$ cat src/rtl/conv_pkg.sv
// Shared types and defaults for the convolution tap sequencer.
package conv_pkg;

  localparam int unsigned DEF_IMG_W  = 8;
  localparam int unsigned DEF_IMG_H  = 8;
  localparam int unsigned DEF_K      = 3;
  localparam int unsigned DEF_DATA_W = 8;
  localparam int unsigned DEF_PROD_W = 20;

  // Window coordinates travel the pipeline at this fixed width.
  localparam int unsigned COORD_W = 8;

  typedef enum logic [1:0] {
    IDLE,
    ISSUE,
    DRAIN
  } state_t;

  typedef struct packed {
    logic               valid;
    logic               first;
    logic               last;
    logic [COORD_W-1:0] row;
    logic [COORD_W-1:0] col;
  } tag_t;

  // Bit width for an index range of v entries, never narrower than one bit.
  function automatic int unsigned clog2_min1(input int unsigned v);
    return (v > 1) ? $clog2(v) : 1;
  endfunction

endpackage

$ cat src/rtl/conv_addr_gen.sv
// Nested window/tap counters with pixel and weight address generation.
module conv_addr_gen
  import conv_pkg::*;
#(
  parameter int unsigned IMG_W = DEF_IMG_W,
  parameter int unsigned IMG_H = DEF_IMG_H,
  parameter int unsigned K     = DEF_K,
  localparam int unsigned AW   = clog2_min1(IMG_W * IMG_H),
  localparam int unsigned KAW  = clog2_min1(K * K),
  localparam int unsigned RW   = clog2_min1(IMG_H),
  localparam int unsigned CW   = clog2_min1(IMG_W),
  localparam int unsigned KW   = clog2_min1(K)
) (
  input  logic           i_clk,
  input  logic           i_rst_n,
  input  logic           i_step,
  output logic [AW-1:0]  o_img_addr,
  output logic [KAW-1:0] o_w_addr,
  output logic [RW-1:0]  o_row,
  output logic [CW-1:0]  o_col,
  output logic           o_first,
  output logic           o_last,
  output logic           o_final
);

  logic [RW-1:0] r_wr;
  logic [CW-1:0] r_wc;
  logic [KW-1:0] r_ki;
  logic [KW-1:0] r_kj;

  logic w_kj_end;
  logic w_ki_end;
  logic w_wc_end;
  logic w_wr_end;

  assign w_kj_end = (r_kj == KW'(K - 1));
  assign w_ki_end = (r_ki == KW'(K - 1));
  assign w_wc_end = (r_wc == CW'(IMG_W - K));
  assign w_wr_end = (r_wr == RW'(IMG_H - K));

  // Advance kj fastest, then ki, wc, wr; everything wraps to 0 after the final tap.
  always_ff @(posedge i_clk or negedge i_rst_n) begin
    if (!i_rst_n) begin
      r_wr <= '0;
      r_wc <= '0;
      r_ki <= '0;
      r_kj <= '0;
    end else if (i_step) begin
      if (w_kj_end) begin
        r_kj <= '0;
        if (w_ki_end) begin
          r_ki <= '0;
          if (w_wc_end) begin
            r_wc <= '0;
            if (w_wr_end) r_wr <= '0;
            else          r_wr <= r_wr + 1'b1;
          end else begin
            r_wc <= r_wc + 1'b1;
          end
        end else begin
          r_ki <= r_ki + 1'b1;
        end
      end else begin
        r_kj <= r_kj + 1'b1;
      end
    end
  end

  assign o_img_addr = AW'((32'(r_wr) + 32'(r_ki)) * 32'(IMG_W) + 32'(r_wc) + 32'(r_kj));
  assign o_w_addr   = KAW'(32'(r_ki) * 32'(K) + 32'(r_kj));
  assign o_row      = r_wr;
  assign o_col      = r_wc;
  assign o_first    = (r_ki == '0) && (r_kj == '0);
  assign o_last     = w_ki_end && w_kj_end;
  assign o_final    = w_ki_end && w_kj_end && w_wc_end && w_wr_end;

endmodule

$ cat src/rtl/conv_tap_sequencer.sv
// Walks every KxK window of the image, issues tap reads, multiplies the
// returned operands and drives the downstream accumulator.
module conv_tap_sequencer
  import conv_pkg::*;
#(
  parameter int unsigned IMG_W  = DEF_IMG_W,
  parameter int unsigned IMG_H  = DEF_IMG_H,
  parameter int unsigned K      = DEF_K,
  parameter int unsigned DATA_W = DEF_DATA_W,
  parameter int unsigned PROD_W = DEF_PROD_W,
  localparam int unsigned AW    = clog2_min1(IMG_W * IMG_H),
  localparam int unsigned KAW   = clog2_min1(K * K),
  localparam int unsigned RW    = clog2_min1(IMG_H),
  localparam int unsigned CW    = clog2_min1(IMG_W)
) (
  input  logic              clk,
  input  logic              rst,
  input  logic              start,
  output logic [AW-1:0]     img_addr,
  input  logic [DATA_W-1:0] img_rdata,
  output logic [KAW-1:0]    w_addr,
  input  logic [DATA_W-1:0] w_rdata,
  output logic              acc_en,
  output logic              acc_load,
  output logic [PROD_W-1:0] acc_data,
  output logic              result_valid,
  output logic [RW-1:0]     out_row,
  output logic [CW-1:0]     out_col,
  output logic              busy,
  output logic              done
);

  state_t r_state;
  state_t w_state_nxt;
  logic   [1:0] r_drain_cnt;
  logic   w_step;

  logic [RW-1:0] w_row;
  logic [CW-1:0] w_col;
  logic          w_first;
  logic          w_last;
  logic          w_final;

  tag_t w_tag0;
  tag_t r_tag1;
  tag_t r_tag2;

  logic [2*DATA_W-1:0] w_prod;
  logic [PROD_W-1:0]   r_acc_data;
  logic                r_result_valid;
  logic                r_done;
  logic [RW-1:0]       r_out_row;
  logic [CW-1:0]       r_out_col;

  conv_addr_gen #(
    .IMG_W (IMG_W),
    .IMG_H (IMG_H),
    .K     (K)
  ) u_addr_gen (
    .i_clk      (clk),
    .i_rst_n    (rst),
    .i_step     (w_step),
    .o_img_addr (img_addr),
    .o_w_addr   (w_addr),
    .o_row      (w_row),
    .o_col      (w_col),
    .o_first    (w_first),
    .o_last     (w_last),
    .o_final    (w_final)
  );

  // State register and drain-cycle counter.
  always_ff @(posedge clk or negedge rst) begin
    if (!rst) begin
      r_state     <= IDLE;
      r_drain_cnt <= '0;
    end else begin
      r_state     <= w_state_nxt;
      r_drain_cnt <= (r_state == DRAIN && w_state_nxt == DRAIN) ? r_drain_cnt + 1'b1 : '0;
    end
  end

  // Next-state logic; one tap is stepped per cycle while issuing.
  always_comb begin
    w_state_nxt = r_state;
    w_step      = 1'b0;
    unique case (r_state)
      IDLE:  if (start) w_state_nxt = ISSUE;
      ISSUE: begin
        w_step = 1'b1;
        if (w_final) w_state_nxt = DRAIN;
      end
      DRAIN: if (r_drain_cnt == 2'd2) w_state_nxt = IDLE;
      default: w_state_nxt = IDLE;
    endcase
  end

  assign busy = (r_state != IDLE);

  // Stage-0 tag; flags are qualified by the step so idle cycles carry nothing.
  always_comb begin
    w_tag0       = '0;
    w_tag0.valid = w_step;
    w_tag0.first = w_step & w_first;
    w_tag0.last  = w_step & w_last;
    w_tag0.row   = COORD_W'(w_row);
    w_tag0.col   = COORD_W'(w_col);
  end

  assign w_prod = {{DATA_W{1'b0}}, img_rdata} * {{DATA_W{1'b0}}, w_rdata};

  // Tag pipeline alongside memory return, multiply and result flagging.
  always_ff @(posedge clk or negedge rst) begin
    if (!rst) begin
      r_tag1         <= '0;
      r_tag2         <= '0;
      r_acc_data     <= '0;
      r_result_valid <= 1'b0;
      r_done         <= 1'b0;
      r_out_row      <= '0;
      r_out_col      <= '0;
    end else begin
      r_tag1         <= w_tag0;
      r_tag2         <= r_tag1;
      r_acc_data     <= PROD_W'(w_prod);
      r_result_valid <= r_tag2.valid & r_tag2.last;
      r_done         <= r_tag2.valid & r_tag2.last &
                        (r_tag2.row == COORD_W'(IMG_H - K)) &
                        (r_tag2.col == COORD_W'(IMG_W - K));
      if (r_tag2.valid & r_tag2.last) begin
        r_out_row <= RW'(r_tag2.row);
        r_out_col <= CW'(r_tag2.col);
      end
    end
  end

  assign acc_en       = r_tag2.valid;
  assign acc_load     = r_tag2.first;
  assign acc_data     = r_acc_data;
  assign result_valid = r_result_valid;
  assign done         = r_done;
  assign out_row      = r_out_row;
  assign out_col      = r_out_col;

endmodule
$ cat config.mk
export PLATFORM = sky130hd
export DESIGN_NAME = conv_tap_sequencer
export DESIGN_NICKNAME = d
export VERILOG_FILES = /design/src/rtl/conv_pkg.sv /design/src/rtl/conv_addr_gen.sv /design/src/rtl/conv_tap_sequencer.sv
export SDC_FILE = /design/constraint.sdc
export NUM_CORES = 1
export LEC_CHECK = 0
export CORE_ASPECT_RATIO = 1.5
export CORE_MARGIN = 2
export CORE_UTILIZATION = 60
export CTS_BUF_LIST = sky130_fd_sc_hd__clkbuf_8
export DETAILED_ROUTE_END_ITERATION = 10
export PLACE_DENSITY = 0.87
export SLEW_MARGIN = 30
export SYNTH_ARGS = -nofsm -noshare
export SYNTH_HDL_FRONTEND = slang
export SYNTH_SLANG_ARGS = --single-unit
export TNS_END_PERCENT = 30
$ cat constraint.sdc
create_clock -name clk -period 3.5 [get_ports clk]
set_clock_uncertainty 0.15 [all_clocks]
set_input_delay 0.35 -clock clk [delete_from_list [all_inputs] [get_ports clk]]
set_output_delay 0.35 -clock clk [all_outputs]
set_load 0.05 [all_outputs]
==> metrics.log <==
[metrics] outcome: finished, violations left
[metrics] violations in the final reports: negative setup slack
[metrics] Req. time, crit path: 3.56 ns
[metrics] pin count of the biggest net entering global routing: 30
[metrics] proportion of register bits with asynchronous set or reset after synthesis: 1.00
[metrics] Yosys top cell by area: sky130_fd_sc_hd__dfrtp_1
[metrics] pin slew with the least headroom to its limit: a little over 0.6 ns
[metrics] DR WL/cell: 15.4 um
[metrics] leading register cell type out of synthesis: sky130_fd_sc_hd__dfrtp_1
[metrics] share of cells above drive strength 1: 0.239
[metrics] buffers added on ports: 55
[metrics] worst relative slew slack: 0.590
[metrics] count of unresolved DRC violations after routing: 0
[metrics] Pwr per Cell Area: 549 nW/um^2
[metrics] core region area: slightly below 7000 sq um
[metrics] signal arrival time at the worst endpoint: roughly 3.8 ns
[metrics] top cells by area in the synthesized netlist: sky130_fd_sc_hd__dfrtp_1 (33%), sky130_fd_sc_hd__fa_1 (19%), sky130_fd_sc_hd__ha_1 (13%)
[metrics] summed negative setup slack over all endpoints: -1.18 ns
[metrics] CTS tree: built
[metrics] max-cap viol count: 0
[metrics] number of distinct library cells after synthesis: 39
[metrics] count of nets left with antenna violations after detail routing: 0
[metrics] DRC violation total after the first TritonRoute iteration: between 100 and 150
[metrics] Critical Path Source Type: primary input
[metrics] synth warn: 0
[metrics] Slew Viols, Final: 0
[metrics] most used cell, CP: sky130_fd_sc_hd__fa_1
[metrics] Tightest Hold Check Type: flop to flop
[metrics] first-pass GRT wire length: 14900 um
[metrics] initial antenna violation count: 0
[metrics] flop-to-flop setup slack: 1.52 ns
[metrics] origin of the worst setup path: w_rdata[7]
[metrics] number of flops mapped to enable cells by yosys: 0
[metrics] worst slack after detailed placement: -1.17 ns
[metrics] initial core utilization: 0.619
[metrics] post-synthesis to final-layout area growth: 30.1%
[metrics] sequential share of the synthesized area: 0.328
[metrics] width of the chip: between 70 and 80 um
[metrics] clock-pin slew reported for the worst setup and hold paths after clock tree synthesis: roughly 0.1 ns
[metrics] Antenna diodes: 0
[metrics] peak clock frequency supported by timing: ~270 MHz
[metrics] Min-Delay Endpoint: r_tag2[8]
[metrics] Final Hold Slack: just under 0.2 ns
[metrics] terminus of the critical flop-to-flop path: u_addr_gen.o_row[2]
[metrics] number of placed instances, taps included: slightly below 600
[metrics] via count normalized by instance count: around 5.4
[metrics] cell with the largest stage delay on the worst path: sky130_fd_sc_hd__fa_1
[metrics] share of the cycle needed by the critical path after routing: 1.07
[metrics] endpoint type of the worst setup path: flop
[metrics] placer congestion estimate: just under 0.9
[metrics] Die Footprint: between 7000 and 8000 sq um
[metrics] CP peak stage delay: 0.52 ns
[metrics] Final #Nets: 618
[metrics] Total Routed Length: around 9100 um
[metrics] hold path startpoint: r_tag1[8]
[metrics] number of optimization iterations in the first detailed-route pass: 4
[metrics] Period minus WS final: 3.73 ns
[metrics] Yosys reg bits: between 50 and 60
[metrics] clock tree buffer depth: 2
[metrics] area of the mapped netlist: 4270 sq um
[metrics] critical path class: primary input to flop
[metrics] overflow left after global routing: 0
[metrics] IR Drop Worst-Case VDD: between 0.2 and 0.3 mV
[metrics] Worst Slack Setup Final: -0.231 ns
[metrics] DP HPWL: ~7500 um
[metrics] clock sink count: 56
[metrics] cells after synthesis: just over 400
[metrics] critical path peak fanout: 6
[metrics] I/O pin count: 60
[metrics] via count of the first global-routing pass: approximately 3500
[metrics] count of filler cells inserted in the layout: ~420
[metrics] fraction of post-synthesis cell area in the top cell type by area: 0.328
[metrics] sequence of cells on the critical path: buf_8 > and2_4 > fa_1 > fa_1 > fa_1 > inv_1 > fa_1 > inv_2 > ha_4 > a21oi_4 > nand2_1 > o211ai_1 > buf_4 > mux2i_1 > nand2_1
[metrics] Num CTS Buffers: 5
[metrics] Worst Reg-to-Reg Cells: 5
[metrics] global-route usage over all layers: 0.250
[metrics] clock network latency to the later pin of the worst-skew pair: between 0.3 and 0.4 ns
[metrics] P_leak: 0.00284 uW
[metrics] cell depth of the worst hold path: 0
[metrics] startpoint of the worst-slack reg-to-reg timing path: u_addr_gen.r_ki[0]
[metrics] Die H: about 110 um
[metrics] unrepaired setup endpoints after global routing: yes
[metrics] clock root buffer master: sky130_fd_sc_hd__clkbuf_8
[metrics] Post-Syn Area per Cell: around 11 sq um
[metrics] CTS HTree Levels: 2
[metrics] number of cells in the finished layout apart from fillers: a little under 600
[metrics] Placement Rows: 37
[metrics] Setup Viol. Count Final: 8
[metrics] number of endpoints with negative hold slack in the final report: 0
[metrics] total number of vias: ~3200
-- per-layer routing --
layer | part of all wire | track usage | vias to the layer above
li1 | - | - | 1482
met1 | 0.34 | 0.232 | 1597
met2 | 0.59 | 0.505 | 86
met3 | 0.020 | 0.0187 | 38
met4 | 0.051 | 0.139 | 0
met5 | 0 | 0 | -
-- power breakdown --
part | internal, uW | leakage [uW] | switching, uW | total [uW]
combinational | 886 | 0.00211 | 1050 | 1940
clock | 142 | 0.0000445 | 213 | 356
sequential | 729 | 0.000690 | 26.7 | 756
-- state kept, by name (all words and copies together) (netlist names), 2 cells and up --
| signal | flops |
|---|---|
| u_addr_gen.o_row | 3 |
| out_row | 3 |
| u_addr_gen.r_ki | 2 |
| r_tag1 | 9 |
| u_addr_gen.o_col | 3 |
| u_addr_gen.r_kj | 2 |
| r_tag2 | 7 |
| r_drain_cnt | 2 |
| acc_data | 16 |
| out_col | 3 |
| r_state | 2 |
-- cells in the mapped netlist, types with 2 or more instances --
cell type and instances:
sky130_fd_sc_hd__a21o_1 6, sky130_fd_sc_hd__dfrtp_1 56, sky130_fd_sc_hd__a21oi_1 8, sky130_fd_sc_hd__o21ai_0 6
sky130_fd_sc_hd__a221oi_2 2, sky130_fd_sc_hd__nand4_1 2, sky130_fd_sc_hd__nor2b_1 5, sky130_fd_sc_hd__o211ai_1 3
sky130_fd_sc_hd__nand2b_1 3, sky130_fd_sc_hd__a221oi_1 2, sky130_fd_sc_hd__nor3_1 4, sky130_fd_sc_hd__mux2_2 8
sky130_fd_sc_hd__buf_4 5, sky130_fd_sc_hd__nor3b_1 4, sky130_fd_sc_hd__nand2_1 40, sky130_fd_sc_hd__fa_1 40
sky130_fd_sc_hd__nor2_1 12, sky130_fd_sc_hd__ha_1 46, sky130_fd_sc_hd__inv_1 69, sky130_fd_sc_hd__xor2_1 7
sky130_fd_sc_hd__and3_1 4, sky130_fd_sc_hd__mux2i_1 2, sky130_fd_sc_hd__and2_1 48, sky130_fd_sc_hd__xnor2_1 9
-- layout make-up --
type | instances | area [sq um] | area share
clock buffer | 5 | 68.8 | 0.0124
timing repair buffer | 103 | 917 | 0.165
multi-input combinational | 278 | 2790 | 0.502
clock inverter | 3 | 21.3 | 0.00383
sequential | 56 | 1400 | 0.252
inverter | 69 | 259 | 0.0466
tap | 78 | 97.6 | 0.0176
-- worst max-delay path by stage --
stage	to	slack (ns)	cells past startpoint
floorplan	acc_data[14]	-0.31	14
global placement	acc_data[13]	-1.05	14
detailed placement	acc_data[15]	-1.17	14
CTS	acc_data[14]	-0.23	16
global route	acc_data[13]	-0.33	15
finish	acc_data[13]	-0.23	15
-- logic make-up (layout without fill, tap and decap cells) --
logic type | count (synthesis) | in the layout | synth area share
multiplexers | 10 | 10 | 0.0258
XOR/XNOR | 16 | 16 | 0.0328
flip-flops | 56 | 56 | 0.328
AND/OR/NAND/NOR | 131 | 131 | 0.167
adder cells (fa/ha/maj) | 86 | 86 | 0.322
buffers and inverters | 75 | 180 | 0.0706
AO/OA/AOI/OAI | 31 | 31 | 0.0519
other | 1 | 4 | 0.000878
-- critical path: cells and delay by family --
family,cells,cell delay [ns]
buffers and inverters,4,0.40
multiplexers,1,0.18
AND/OR/NAND/NOR,3,0.28
adder cells (fa/ha/maj),5,2.29
AO/OA/AOI/OAI,2,0.30
-- through the flow --
step | instance area, sq um | utilization | total power [uW]
6_report | 5560 | 0.805 | 3050
5_1_grt | 5560 | 0.805 | 3250
4_1_cts | 5510 | 0.799 | 3000
3_5_place_dp | 5330 | 0.772 | 2540
3_3_place_gp | 5330 | 0.772 | 2480
2_1_floorplan | 4390 | - | 1970
-- cell usage in the layout, fill, tap and decap left out, types with 4 or more instances in the layout --
master / Yosys / routed
sky130_fd_sc_hd__xor2_1: 7 / 7
sky130_fd_sc_hd__ha_4: 0 / 7
sky130_fd_sc_hd__clkdlybuf4s50_1: 0 / 39
sky130_fd_sc_hd__clkbuf_8: 0 / 5
sky130_fd_sc_hd__inv_1: 69 / 64
sky130_fd_sc_hd__nor2b_1: 5 / 5
sky130_fd_sc_hd__nand2_1: 40 / 35
sky130_fd_sc_hd__nand2_2: 0 / 4
sky130_fd_sc_hd__nor2_1: 12 / 11
sky130_fd_sc_hd__buf_6: 0 / 11
sky130_fd_sc_hd__dfrtp_1: 56 / 56
sky130_fd_sc_hd__o21ai_0: 6 / 5
sky130_fd_sc_hd__inv_2: 0 / 5
sky130_fd_sc_hd__and2_4: 1 / 11
sky130_fd_sc_hd__and3_1: 4 / 4
sky130_fd_sc_hd__xnor2_1: 9 / 9
sky130_fd_sc_hd__nor3b_1: 4 / 4
sky130_fd_sc_hd__and2_1: 48 / 38
sky130_fd_sc_hd__mux2_2: 8 / 8
sky130_fd_sc_hd__nor3_1: 4 / 4
sky130_fd_sc_hd__conb_1: 1 / 4
sky130_fd_sc_hd__fa_1: 40 / 37
sky130_fd_sc_hd__a21o_1: 6 / 6
sky130_fd_sc_hd__buf_4: 5 / 46
sky130_fd_sc_hd__ha_1: 46 / 39
-- repair_timing --
action | in CTS | in global routing
resized for setup | 94 | 14
pin swaps | 33 | 9
setup buffers | 3 | 0
hold buffers | 1 | 0
endpoints found under the setup margin | 11 | 9
hold endpoints to repair | 28 | 0
Note: power is estimated with default switching activity, not from simulation.
